`src/rtl/fe_fifo_unpacker_pkg.sv`:
```
// Shared definitions for the front-end FIFO unpacker: command codes (shared
// with the capture-side writer), FIFO entry field positions, FSM state and
// byte-index encodings.
package fe_fifo_unpacker_pkg;

  // Command codes carried in the top two bits of every FIFO entry
  localparam logic [1:0] FE_FIFO_CMD_DATA = 2'd0;
  localparam logic [1:0] FE_FIFO_CMD_TIME = 2'd1;
  localparam logic [1:0] FE_FIFO_CMD_STAT = 2'd2;
  localparam logic [1:0] FE_FIFO_CMD_STRM = 2'd3;

  // Entry layout: {cmd[25:24], time[23:8], data[7:0]}
  localparam int FE_CMD_MSB  = 25;
  localparam int FE_CMD_LSB  = 24;
  localparam int FE_TIME_MSB = 23;
  localparam int FE_TIME_LSB = 8;
  localparam int FE_DATA_MSB = 7;
  localparam int FE_DATA_LSB = 0;

  typedef enum logic [2:0] {
    ST_IDLE  = 3'd0,
    ST_FETCH = 3'd1,
    ST_HDR   = 3'd2,
    ST_B1    = 3'd3,
    ST_B2    = 3'd4
  } state_t;

  typedef enum logic [1:0] {
    IDX_HDR = 2'd0,
    IDX_B1  = 2'd1,
    IDX_B2  = 2'd2
  } byte_idx_t;

  // True when the byte presented in state st is the final byte of an entry
  // carrying command cmd.
  function automatic logic is_last_byte(input logic [1:0] cmd, input state_t st);
    logic last;
    case (st)
      ST_HDR:  last = (cmd == FE_FIFO_CMD_STRM);
      ST_B1:   last = (cmd != FE_FIFO_CMD_TIME);
      ST_B2:   last = 1'b1;
      default: last = 1'b0;
    endcase
    return last;
  endfunction

endpackage

```
`src/rtl/fe_fifo_unpacker_if.sv`:
```
// FIFO read-port and byte-stream handshake bundle for the unpacker.
// slave is the unpacker side, master is the FIFO/consumer side.
interface fe_fifo_unpacker_if #(
  parameter int pFIFO_WIDTH = 26
);
  logic [pFIFO_WIDTH-1:0] I_fifo_dout;
  logic                   I_fifo_empty;
  logic                   O_fifo_rd;
  logic [7:0]             O_byte;
  logic                   O_byte_valid;
  logic                   I_byte_ready;

  modport slave (
    input  I_fifo_dout, I_fifo_empty, I_byte_ready,
    output O_fifo_rd, O_byte, O_byte_valid
  );

  modport master (
    output I_fifo_dout, I_fifo_empty, I_byte_ready,
    input  O_fifo_rd, O_byte, O_byte_valid
  );
endinterface

```
`src/rtl/fe_fifo_unpacker_byte_mux.sv`:
```
// fe_byte_mux: picks the header, time or data byte of a FIFO entry for a
// given byte index. Purely combinational.
module fe_byte_mux
  import fe_fifo_unpacker_pkg::*;
#(
  parameter int pTIMESTAMP_FULL_WIDTH  = 16,
  parameter int pTIMESTAMP_SHORT_WIDTH = 3,
  parameter int pDATA_WIDTH            = 8,
  parameter int pFIFO_WIDTH            = 26
) (
  input  logic [pFIFO_WIDTH-1:0] i_entry,
  input  byte_idx_t              i_idx,
  output logic [pDATA_WIDTH-1:0] o_byte
);

  logic [1:0]                        w_cmd;
  logic [pTIMESTAMP_FULL_WIDTH-1:0]  w_time;
  logic [pDATA_WIDTH-1:0]            w_data;
  logic [pTIMESTAMP_SHORT_WIDTH-1:0] w_short;

  assign w_cmd  = i_entry[FE_CMD_MSB:FE_CMD_LSB];
  assign w_time = i_entry[FE_TIME_MSB:FE_TIME_LSB];
  assign w_data = i_entry[FE_DATA_MSB:FE_DATA_LSB];

  // TIME headers carry no short timestamp; the full value follows in B1/B2
  assign w_short = (w_cmd == FE_FIFO_CMD_TIME) ? '0 : w_time[pTIMESTAMP_SHORT_WIDTH-1:0];

  // Byte selection by index: header, then time-hi or data, then time-lo
  always_comb begin
    o_byte = '0;
    case (i_idx)
      IDX_HDR: o_byte = {w_cmd, {(pDATA_WIDTH-2-pTIMESTAMP_SHORT_WIDTH){1'b0}}, w_short};
      IDX_B1:  o_byte = (w_cmd == FE_FIFO_CMD_TIME) ?
                        w_time[pTIMESTAMP_FULL_WIDTH-1 -: pDATA_WIDTH] : w_data;
      IDX_B2:  o_byte = w_time[pDATA_WIDTH-1:0];
      default: o_byte = '0;
    endcase
  end

endmodule

```
`src/rtl/fe_fifo_unpacker.sv`:
```
// fe_fifo_unpacker: drains the front-end capture FIFO and serialises each
// entry into 1-3 bytes on a valid/ready stream. Single clock domain.
module fe_fifo_unpacker
  import fe_fifo_unpacker_pkg::*;
#(
  parameter int pTIMESTAMP_FULL_WIDTH  = 16,
  parameter int pTIMESTAMP_SHORT_WIDTH = 3,
  parameter int pDATA_WIDTH            = 8,
  parameter int pFIFO_WIDTH            = 26
) (
  input  logic               cwusb_clk,
  input  logic               reset_i,
  input  logic               I_flush,
  output logic [31:0]        O_entry_count,
  output logic               O_busy,
  fe_fifo_unpacker_if.slave  bus
);

  state_t                 r_state;
  logic [pFIFO_WIDTH-1:0] r_entry;
  logic [7:0]             r_byte;
  logic                   r_valid;
  logic [31:0]            r_count;
  logic                   r_busy;

  logic [1:0]             w_cmd;
  logic                   w_accept;
  logic                   w_last;
  logic                   w_finish;
  logic [pFIFO_WIDTH-1:0] w_mux_entry;
  byte_idx_t              w_mux_idx;
  logic [7:0]             w_mux_byte;

  assign w_cmd    = r_entry[FE_CMD_MSB:FE_CMD_LSB];
  assign w_accept = r_valid && bus.I_byte_ready;
  assign w_last   = is_last_byte(w_cmd, r_state);
  assign w_finish = w_accept && w_last;

  // Read strobe: fetch from IDLE, or chain straight into the next entry on
  // the last accept; suppressed by flush and held low during reset
  assign bus.O_fifo_rd = reset_i && !I_flush && !bus.I_fifo_empty &&
                         ((r_state == ST_IDLE) || w_finish);

  assign bus.O_byte       = r_byte;
  assign bus.O_byte_valid = r_valid;
  assign O_entry_count    = r_count;
  assign O_busy           = r_busy;

  // Next byte to load: the header straight from the FIFO output while
  // fetching, otherwise the byte following the current one
  always_comb begin
    w_mux_entry = r_entry;
    w_mux_idx   = IDX_B2;
    case (r_state)
      ST_FETCH: begin
        w_mux_entry = bus.I_fifo_dout;
        w_mux_idx   = IDX_HDR;
      end
      ST_HDR:  w_mux_idx = IDX_B1;
      default: w_mux_idx = IDX_B2;
    endcase
  end

  fe_byte_mux #(
    .pTIMESTAMP_FULL_WIDTH  (pTIMESTAMP_FULL_WIDTH),
    .pTIMESTAMP_SHORT_WIDTH (pTIMESTAMP_SHORT_WIDTH),
    .pDATA_WIDTH            (pDATA_WIDTH),
    .pFIFO_WIDTH            (pFIFO_WIDTH)
  ) u_byte_mux (
    .i_entry (w_mux_entry),
    .i_idx   (w_mux_idx),
    .o_byte  (w_mux_byte)
  );

  // Unpacker FSM with registered byte/valid/count/busy; flush overrides all
  always_ff @(posedge cwusb_clk or negedge reset_i) begin
    if (!reset_i) begin
      r_state <= ST_IDLE;
      r_entry <= '0;
      r_byte  <= '0;
      r_valid <= 1'b0;
      r_count <= '0;
      r_busy  <= 1'b0;
    end else if (I_flush) begin
      r_state <= ST_IDLE;
      r_valid <= 1'b0;
      r_count <= '0;
      r_busy  <= 1'b0;
    end else begin
      case (r_state)
        ST_IDLE: begin
          if (!bus.I_fifo_empty) begin
            r_state <= ST_FETCH;
            r_busy  <= 1'b1;
          end
        end
        ST_FETCH: begin
          r_entry <= bus.I_fifo_dout;
          r_byte  <= w_mux_byte;
          r_valid <= 1'b1;
          r_state <= ST_HDR;
        end
        ST_HDR, ST_B1, ST_B2: begin
          if (w_accept) begin
            if (w_last) begin
              r_valid <= 1'b0;
              if (r_count != 32'hFFFF_FFFF) begin
                r_count <= r_count + 32'd1;
              end
              if (!bus.I_fifo_empty) begin
                r_state <= ST_FETCH;
              end else begin
                r_state <= ST_IDLE;
                r_busy  <= 1'b0;
              end
            end else begin
              r_byte  <= w_mux_byte;
              r_state <= (r_state == ST_HDR) ? ST_B1 : ST_B2;
            end
          end
        end
        default: begin
          r_state <= ST_IDLE;
          r_valid <= 1'b0;
          r_busy  <= 1'b0;
        end
      endcase
    end
  end

endmodule

```
`src/flat_wrapper.sv`:
```
// flat-port wrapper written by rule: the top's interface ports become plain ports
module fe_fifo_unpacker_flat import fe_fifo_unpacker_pkg::*;
#(
  parameter int pTIMESTAMP_FULL_WIDTH  = 16,
  parameter int pTIMESTAMP_SHORT_WIDTH = 3,
  parameter int pDATA_WIDTH            = 8,
  parameter int pFIFO_WIDTH            = 26
)
  (cwusb_clk, reset_i, I_flush, O_entry_count, O_busy, bus_I_fifo_dout, bus_I_fifo_empty, bus_I_byte_ready, bus_O_fifo_rd, bus_O_byte, bus_O_byte_valid);
  fe_fifo_unpacker_if #(.pFIFO_WIDTH(pFIFO_WIDTH)) bus_i ();
  input  logic cwusb_clk;
  input  logic reset_i;
  input  logic I_flush;
  output logic [31:0] O_entry_count;
  output logic O_busy;
  input wire logic [$bits(bus_i.I_fifo_dout)-1:0] bus_I_fifo_dout;
  input wire logic [$bits(bus_i.I_fifo_empty)-1:0] bus_I_fifo_empty;
  input wire logic [$bits(bus_i.I_byte_ready)-1:0] bus_I_byte_ready;
  output wire logic [$bits(bus_i.O_fifo_rd)-1:0] bus_O_fifo_rd;
  output wire logic [$bits(bus_i.O_byte)-1:0] bus_O_byte;
  output wire logic [$bits(bus_i.O_byte_valid)-1:0] bus_O_byte_valid;
  assign bus_i.I_fifo_dout = bus_I_fifo_dout;
  assign bus_i.I_fifo_empty = bus_I_fifo_empty;
  assign bus_i.I_byte_ready = bus_I_byte_ready;
  assign bus_O_fifo_rd = bus_i.O_fifo_rd;
  assign bus_O_byte = bus_i.O_byte;
  assign bus_O_byte_valid = bus_i.O_byte_valid;
  fe_fifo_unpacker #(.pTIMESTAMP_FULL_WIDTH(pTIMESTAMP_FULL_WIDTH), .pTIMESTAMP_SHORT_WIDTH(pTIMESTAMP_SHORT_WIDTH), .pDATA_WIDTH(pDATA_WIDTH), .pFIFO_WIDTH(pFIFO_WIDTH)) u_core (.cwusb_clk(cwusb_clk), .reset_i(reset_i), .I_flush(I_flush), .O_entry_count(O_entry_count), .O_busy(O_busy), .bus(bus_i));
endmodule
```
`config.mk`:
```
export PLATFORM = sky130hd
export DESIGN_NAME = fe_fifo_unpacker_flat
export DESIGN_NICKNAME = d
export VERILOG_FILES = /design/src/rtl/fe_fifo_unpacker_pkg.sv /design/src/rtl/fe_fifo_unpacker_if.sv /design/src/rtl/fe_fifo_unpacker_byte_mux.sv /design/src/rtl/fe_fifo_unpacker.sv /design/src/flat_wrapper.sv
export SDC_FILE = /design/constraint.sdc
export NUM_CORES = 1
export LEC_CHECK = 0
export CAP_MARGIN = 30
export CORE_ASPECT_RATIO = 1.1
export CORE_MARGIN = 4
export CORE_UTILIZATION = 52
export CTS_CLUSTER_SIZE = 25
export DETAILED_ROUTE_END_ITERATION = 10
export HOLD_SLACK_MARGIN = 0.12
export PLACE_DENSITY = 0.8
export SKIP_LAST_GASP = 1
export SYNTH_ARGS = -nofsm -noshare
export SYNTH_HDL_FRONTEND = slang
export SYNTH_SLANG_ARGS = --single-unit
```
`constraint.sdc`:
```
create_clock -name cwusb_clk -period 2.5 [get_ports cwusb_clk]
set_input_delay 0.375 -clock cwusb_clk [delete_from_list [all_inputs] [get_ports cwusb_clk]]
set_output_delay 0.375 -clock cwusb_clk [all_outputs]
set_load 0.01 [all_outputs]
```
== Word-level counts from Yosys, hierarchy flattened ==
Cells that the tools add are included.
Widths: inputs -> output; s select.
Cells by class
  add/sub/neg operators: 1
  equality and inequality tests: 18
  multiplexer cells: 31
  bitwise logic cells: 1
  reduce and logical (&&, ||, !) cells: 21
Operators with widths (number)
  $mux 32: 5
  $add 32x1->32 const B: 1
  $ne 32x32->1 const B: 1
  $mux 26: 1
  $mux 8: 3
  $pmux 8 s3: 1
  $mux 3: 6
  $pmux 8 s2: 1
  $reduce_bool 2->1: 5
  $mux 1: 9
  $pmux 1 s3: 3
  $pmux 3 s3: 1
  $reduce_and 4->1: 2
  $eq 3x2->1 const B: 2
  $ne 2x2->1 const B: 3
  $ne 3x2->1 const B: 2
  $ne 3x3->1 const B: 2
  $logic_and 1x1->1: 5
  $reduce_and 5->1: 1
  $eq 2x1->1 const B: 2
  $eq 2x2->1 const B: 2
  $ne 2x1->1 const B: 2
  $pmux 2 s2: 1
  $eq 3x1->1 const B: 1
  9 further kinds: 10
Word-level totals
  register bits after elaboration: 71
  bits of input ports: 31
  output and inout port bits: 43
  word-level logic and storage cells: 78

== Depth between registers and ports, before layout ==
  word-level depth: 8
  depth in mapped cells: 8
  depth with buffers taken out: 6

== Hierarchy ==
From an unflattened synthesis, not the netlist that was laid out.
Second synthesis, totals
  cell total of the unflattened synthesis: 371
  area total of the unflattened synthesis: 3936.3 um2
By module, submodules not included
  fe_fifo_unpacker: times used 1, cells an instance 340, area an instance 3709.8 um2, sequential area each 1776.7 um2
  fe_byte_mux: times used 1, cells an instance 31, area an instance 226.5 um2, sequential area each 0.0 um2

== Worst setup path after synthesis ==
No wires, ideal clock.
  path kind: register to register
  start: register u_core.r_count[16] (netlist: u_core.O_entry_count[16])
  end: register u_core.r_count[12] (netlist: u_core.O_entry_count[12])
  library setup time: 127 ps
  arrival: 1992 ps
  data required time: 2373 ps
  setup slack: 380 ps
  stages on the path, launching flop included: 7
  path buffers: 1
  clock period less this slack: 2120 ps
  cell sequence: dfrtp_1 > nand4_1 > or4_4 > o211a_1 > buf_2 > nand4_1 > mux2_1
Between the ends
  longest elaborated chain between the ends: 3
RTL lines
  from (decl): line fe_fifo_unpacker.sv:23  | logic [31:0] r_count;
  from (signal assigned): line fe_fifo_unpacker.sv:108  | r_count <= r_count + 32'd1;
  $ne 32x32->1: line fe_fifo_unpacker.sv:107  | if (r_count != 32'hFFFF_FFFF) begin
  $reduce_bool 2->1 (no source line)
  $reduce_and 4->1 (no source line)
Every way passes these cells.
A chain may end at the register's enable or synchronous reset.

== Worst setup path in the final report ==
  start: register u_core.r_state[2]
  end: output port bus_O_fifo_rd
Between the ends
  longest elaborated chain between the ends: 5
  elaborated cells between the ends (all ways): 8
  those cells by class: eq/ne (3); mux (1); reduce/logical (4)
RTL lines
  from (decl): line fe_fifo_unpacker.sv:19  | state_t r_state;
  from (signal assigned): line fe_fifo_unpacker.sv:118  | r_state <= (r_state == ST_HDR) ? ST_B1 : ST_B2;
  $eq 3x3->1 or $eq 3x2->1 (tied branches): line fe_fifo_unpacker_pkg.sv:38  | case (st)
  $pmux 1 s3: line fe_fifo_unpacker_pkg.sv:38
  $logic_and 1x1->1: line fe_fifo_unpacker.sv:37  | assign w_finish = w_accept && w_last;
  $logic_or 1x1->1 *: line fe_fifo_unpacker.sv:42  | ((r_state == ST_IDLE) || w_finish);
  $logic_and 1x1->1 *: line fe_fifo_unpacker.sv:41  | assign bus.O_fifo_rd = reset_i && !I_flush && !bus.I_fifo_empty &&
  to (decl): line flat_wrapper.sv:19  | output wire logic [$bits(bus_i.O_fifo_rd)-1:0] bus_O_fifo_rd;
Mark *: on every way between the ends. The rest lies on a longest branch, timed or not.

==> impl_metrics.py <==
metrics = {
    "logic_synthesis": {
        "syn_inst": 386,
        "yosysUniqueCellTypes": 49,
        "synth_top_cell_by_area": "dfrtp_1",
        "yosysSeqAreaShare": 0.4713,
        "synth_flop_cell": "dfrtp_1",
        "yosysTopAreaCellShare": 0.4713,
        "yosysWarnings": 0,
        "ys_seq_elements": 71,
        "syn_area_mm2": 0.003770,
        "synth-async-reset-ratio": 1.000,
        "syn_area_per_cell_um2": 9.766,
        "synth_edf_count": 0,
        "synth.top_cells.by_area": "dfrtp_1, mux2_2, a21oi_1, o21ai_0, nand2_1",
        "ys_top_cells_by_count": "dfrtp_1, nand2_1, mux2_2, nor2_1, a21oi_1",
        "syn-num-nets": 418,
        "synth_most_common_cell": "dfrtp_1",
    },
    "cells_and_area": {
        "drive_gt1_frac": 0.1980,
        "fin_cells": 580,
        "area_growth_pct": 35.21,
        "nFillCells": 515,
        "num-nets-final": 522,
        "diodes": 0,
    },
    "floorplan": {
        "coreArea_mm2": 0.007047,
        "die_y_um": 97.30,
        "start_util": 0.5350,
        "core.rowCount": 32,
        "dieArea_mm2": 0.008677,
        "chipWidth_um": 89.18,
        "ios": 74,
    },
    "placed_design": {
        "gp_congestion": 0.9090,
        "pre_cts_ws_ns": -0.07512,
        "place_hpwl_um": 6703,
        "dpl.cell_count": 563,
        "io_buffer_count": 73,
    },
    "grt": {
        "first_global_vias": 3406,
        "grt_max_degree": 72,
        "antenna_found_initial": 0,
        "grt_pass1_wl_um": 15610,
        "track_usage": 0.2256,
        "overflow": 0,
    },
    "pwr": {
        "power_per_cell_area_mw_per_mm2": 837.6,
        "design_power_total_mw": 4.270,
        "ir_worst_vdd_uv": 589.8,
        "power_leakage_nw": 2.052,
    },
    "sta": {
        "worst_slew_pin_slew_ns": 0.8956,
        "fmax_mhz": 434.7,
        "grt_setup_unrepaired": "no",
        "holdWs_ns": 0.3098,
        "fin_ws_ns": 0.1997,
        "setup_viol": 0,
        "period_needed_ns": 2.300,
        "relSlewSlack": 0.4029,
        "finClkSkew_ns": 0.01042,
        "period_share": 0.9201,
        "hold_viol_final": 0,
        "slew_violations": 0,
    },
    "route": {
        "wl_met2_um": 4898,
        "vias_per_cell": 5.988,
        "ant_nets": 0,
        "drtIter0Drc": 144,
        "highest_layer": "met4",
        "dr.pass1.iters": 5,
        "dr_wl_met3_um": 505,
        "routedWlPerCell_um": 16.60,
        "routed-via-count": 3473,
        "wl_met1_um": 4103,
        "route.detailed.drc": 0,
        "wl_um": 9628,
    },
    "clock_network": {
        "ctsHtreeMaxLevel": 3,
        "clk_pin_slew_ns": 0.08,
        "postCtsHoldBufs": 0,
        "cts_made_buffers": 9,
        "clockBufferDepth": 2,
        "worstSkewPairLatency_ns": 0.35,
        "clock_sinks": 71,
        "root_buffer": "clkbuf_8",
        "cts_tree": "done",
    },
    "worst_setup_path": {
        "crit_type": "reg2out",
        "worstPathArrival_ns": 1.93,
        "endpoint_kind": "output port",
        "r2r_start": "u_core.O_entry_count[0]",
        "reg2reg_setup_slack_ns": 0.23,
        "worstReg2RegEnd": "u_core.O_entry_count[1]",
        "cp_max_fo": 9,
        "startpoint_type": "flip-flop",
        "crit_required_ns": 2.12,
        "r2r_cells": 7,
    },
    "run": {
        "cap_violations": 0,
    },
    "outcome": {
        "status": "complete, no violations",
    },
    "min_path": {
        "holdCritPathClass": "in2async",
    },
}
-- repair_timing --
action,CTS,global route
gates cloned,0,1
buffers inserted,0,0
endpoints found under the setup margin,3,1
pin swaps,0,1
resized for setup,3,0
-- worst max path at each step --
| stage | start | end | slack [ns] | cells past startpoint |
|---|---|---|---|---|
| floorplan | u_core.O_entry_count[16] | u_core.O_entry_count[12] | 0.38 | 6 |
| global placement | bus_I_byte_ready | bus_O_fifo_rd | -0.03 | 6 |
| detailed placement | bus_I_byte_ready | bus_O_fifo_rd | -0.08 | 6 |
| CTS | u_core.O_entry_count[0] | u_core.O_entry_count[1] | 0.13 | 7 |
| global route | u_core.r_state[1] | bus_O_fifo_rd | 0.06 | 5 |
| finish | u_core.r_state[2] | bus_O_fifo_rd | 0.20 | 5 |
-- where the power goes --
group          internal (mW)  switching [mW]  total (mW)
registers               1.46           0.213        1.67
clock network          0.767           0.452        1.22
logic                  0.721           0.661        1.38
total                   2.94            1.33        4.27
-- state kept, by name, summed over array words and instances, names as in the netlist --
signal,count
u_core.O_entry_count,32
u_core.r_entry,26
u_core.bus.O_byte,8
u_core.r_state,3
u_core.O_busy,1
u_core.bus.O_byte_valid,1
-- worst max-delay path: stages (launching register included) --
cell and delay (ns):
dfrtp_1 0.48, nand2b_1 0.24, o32ai_4 0.23, a21oi_1 0.06
nor4b_1 0.25, dlygate4sd2_1 0.31
-- metrics by stage --
step                  util   TNS, ns  area, um^2
global placement    0.6829  -0.03243        4812
CTS                 0.7221         0        5089
detailed placement  0.6829   -0.3283        4812
floorplan                -         0        3770
global route        0.7234         0        5097
finish              0.7234         0        5097
-- cells in the final DEF (no fill, tap or decap), types with 10 or more instances in the layout --
cell type | synthesis | layout
clkdlybuf4s50_1 | 0 | 71
dfrtp_1 | 71 | 70
buf_4 | 0 | 40
nand2_1 | 37 | 37
nor2_1 | 31 | 31
mux2_2 | 31 | 31
a21oi_1 | 30 | 30
o21ai_0 | 28 | 28
nand3_1 | 13 | 13
nand4_1 | 13 | 13
inv_1 | 11 | 11
or4_1 | 11 | 11
o31ai_1 | 10 | 10
or3_1 | 10 | 10
-- cell families after synthesis --
| family | count (synthesis) | synth area share |
|---|---|---|
| XOR/XNOR | 3 | 0.006971 |
| adder cells (fa/ha/maj) | 1 | 0.003318 |
| AO/OA/AOI/OAI | 89 | 0.1504 |
| flip-flops | 71 | 0.4713 |
| buffers and inverters | 33 | 0.04016 |
| multiplexers | 37 | 0.1099 |
| AND/OR/NAND/NOR | 152 | 0.2181 |
-- layout make-up --
| cell class | count | area (um^2) | area share |
|---|---|---|---|
| clock buffer | 9 | 123.9 | 0.02430 |
| clock inverter | 7 | 145.1 | 0.02847 |
| inverter | 11 | 41.29 | 0.008100 |
| multi-input combinational | 283 | 1858 | 0.3645 |
| sequential | 71 | 1778 | 0.3488 |
| tap | 85 | 106.4 | 0.02086 |
| timing repair buffer | 114 | 1045 | 0.2050 |
-- metal layers --
metal	vias to the layer above	track usage
li1	1632	-
met1	1719	0.2892
met2	109	0.3749
met3	13	0.04750
met4	0	0.07216
met5	-	0
No activity file was read; power rests on OpenSTA's default activity.
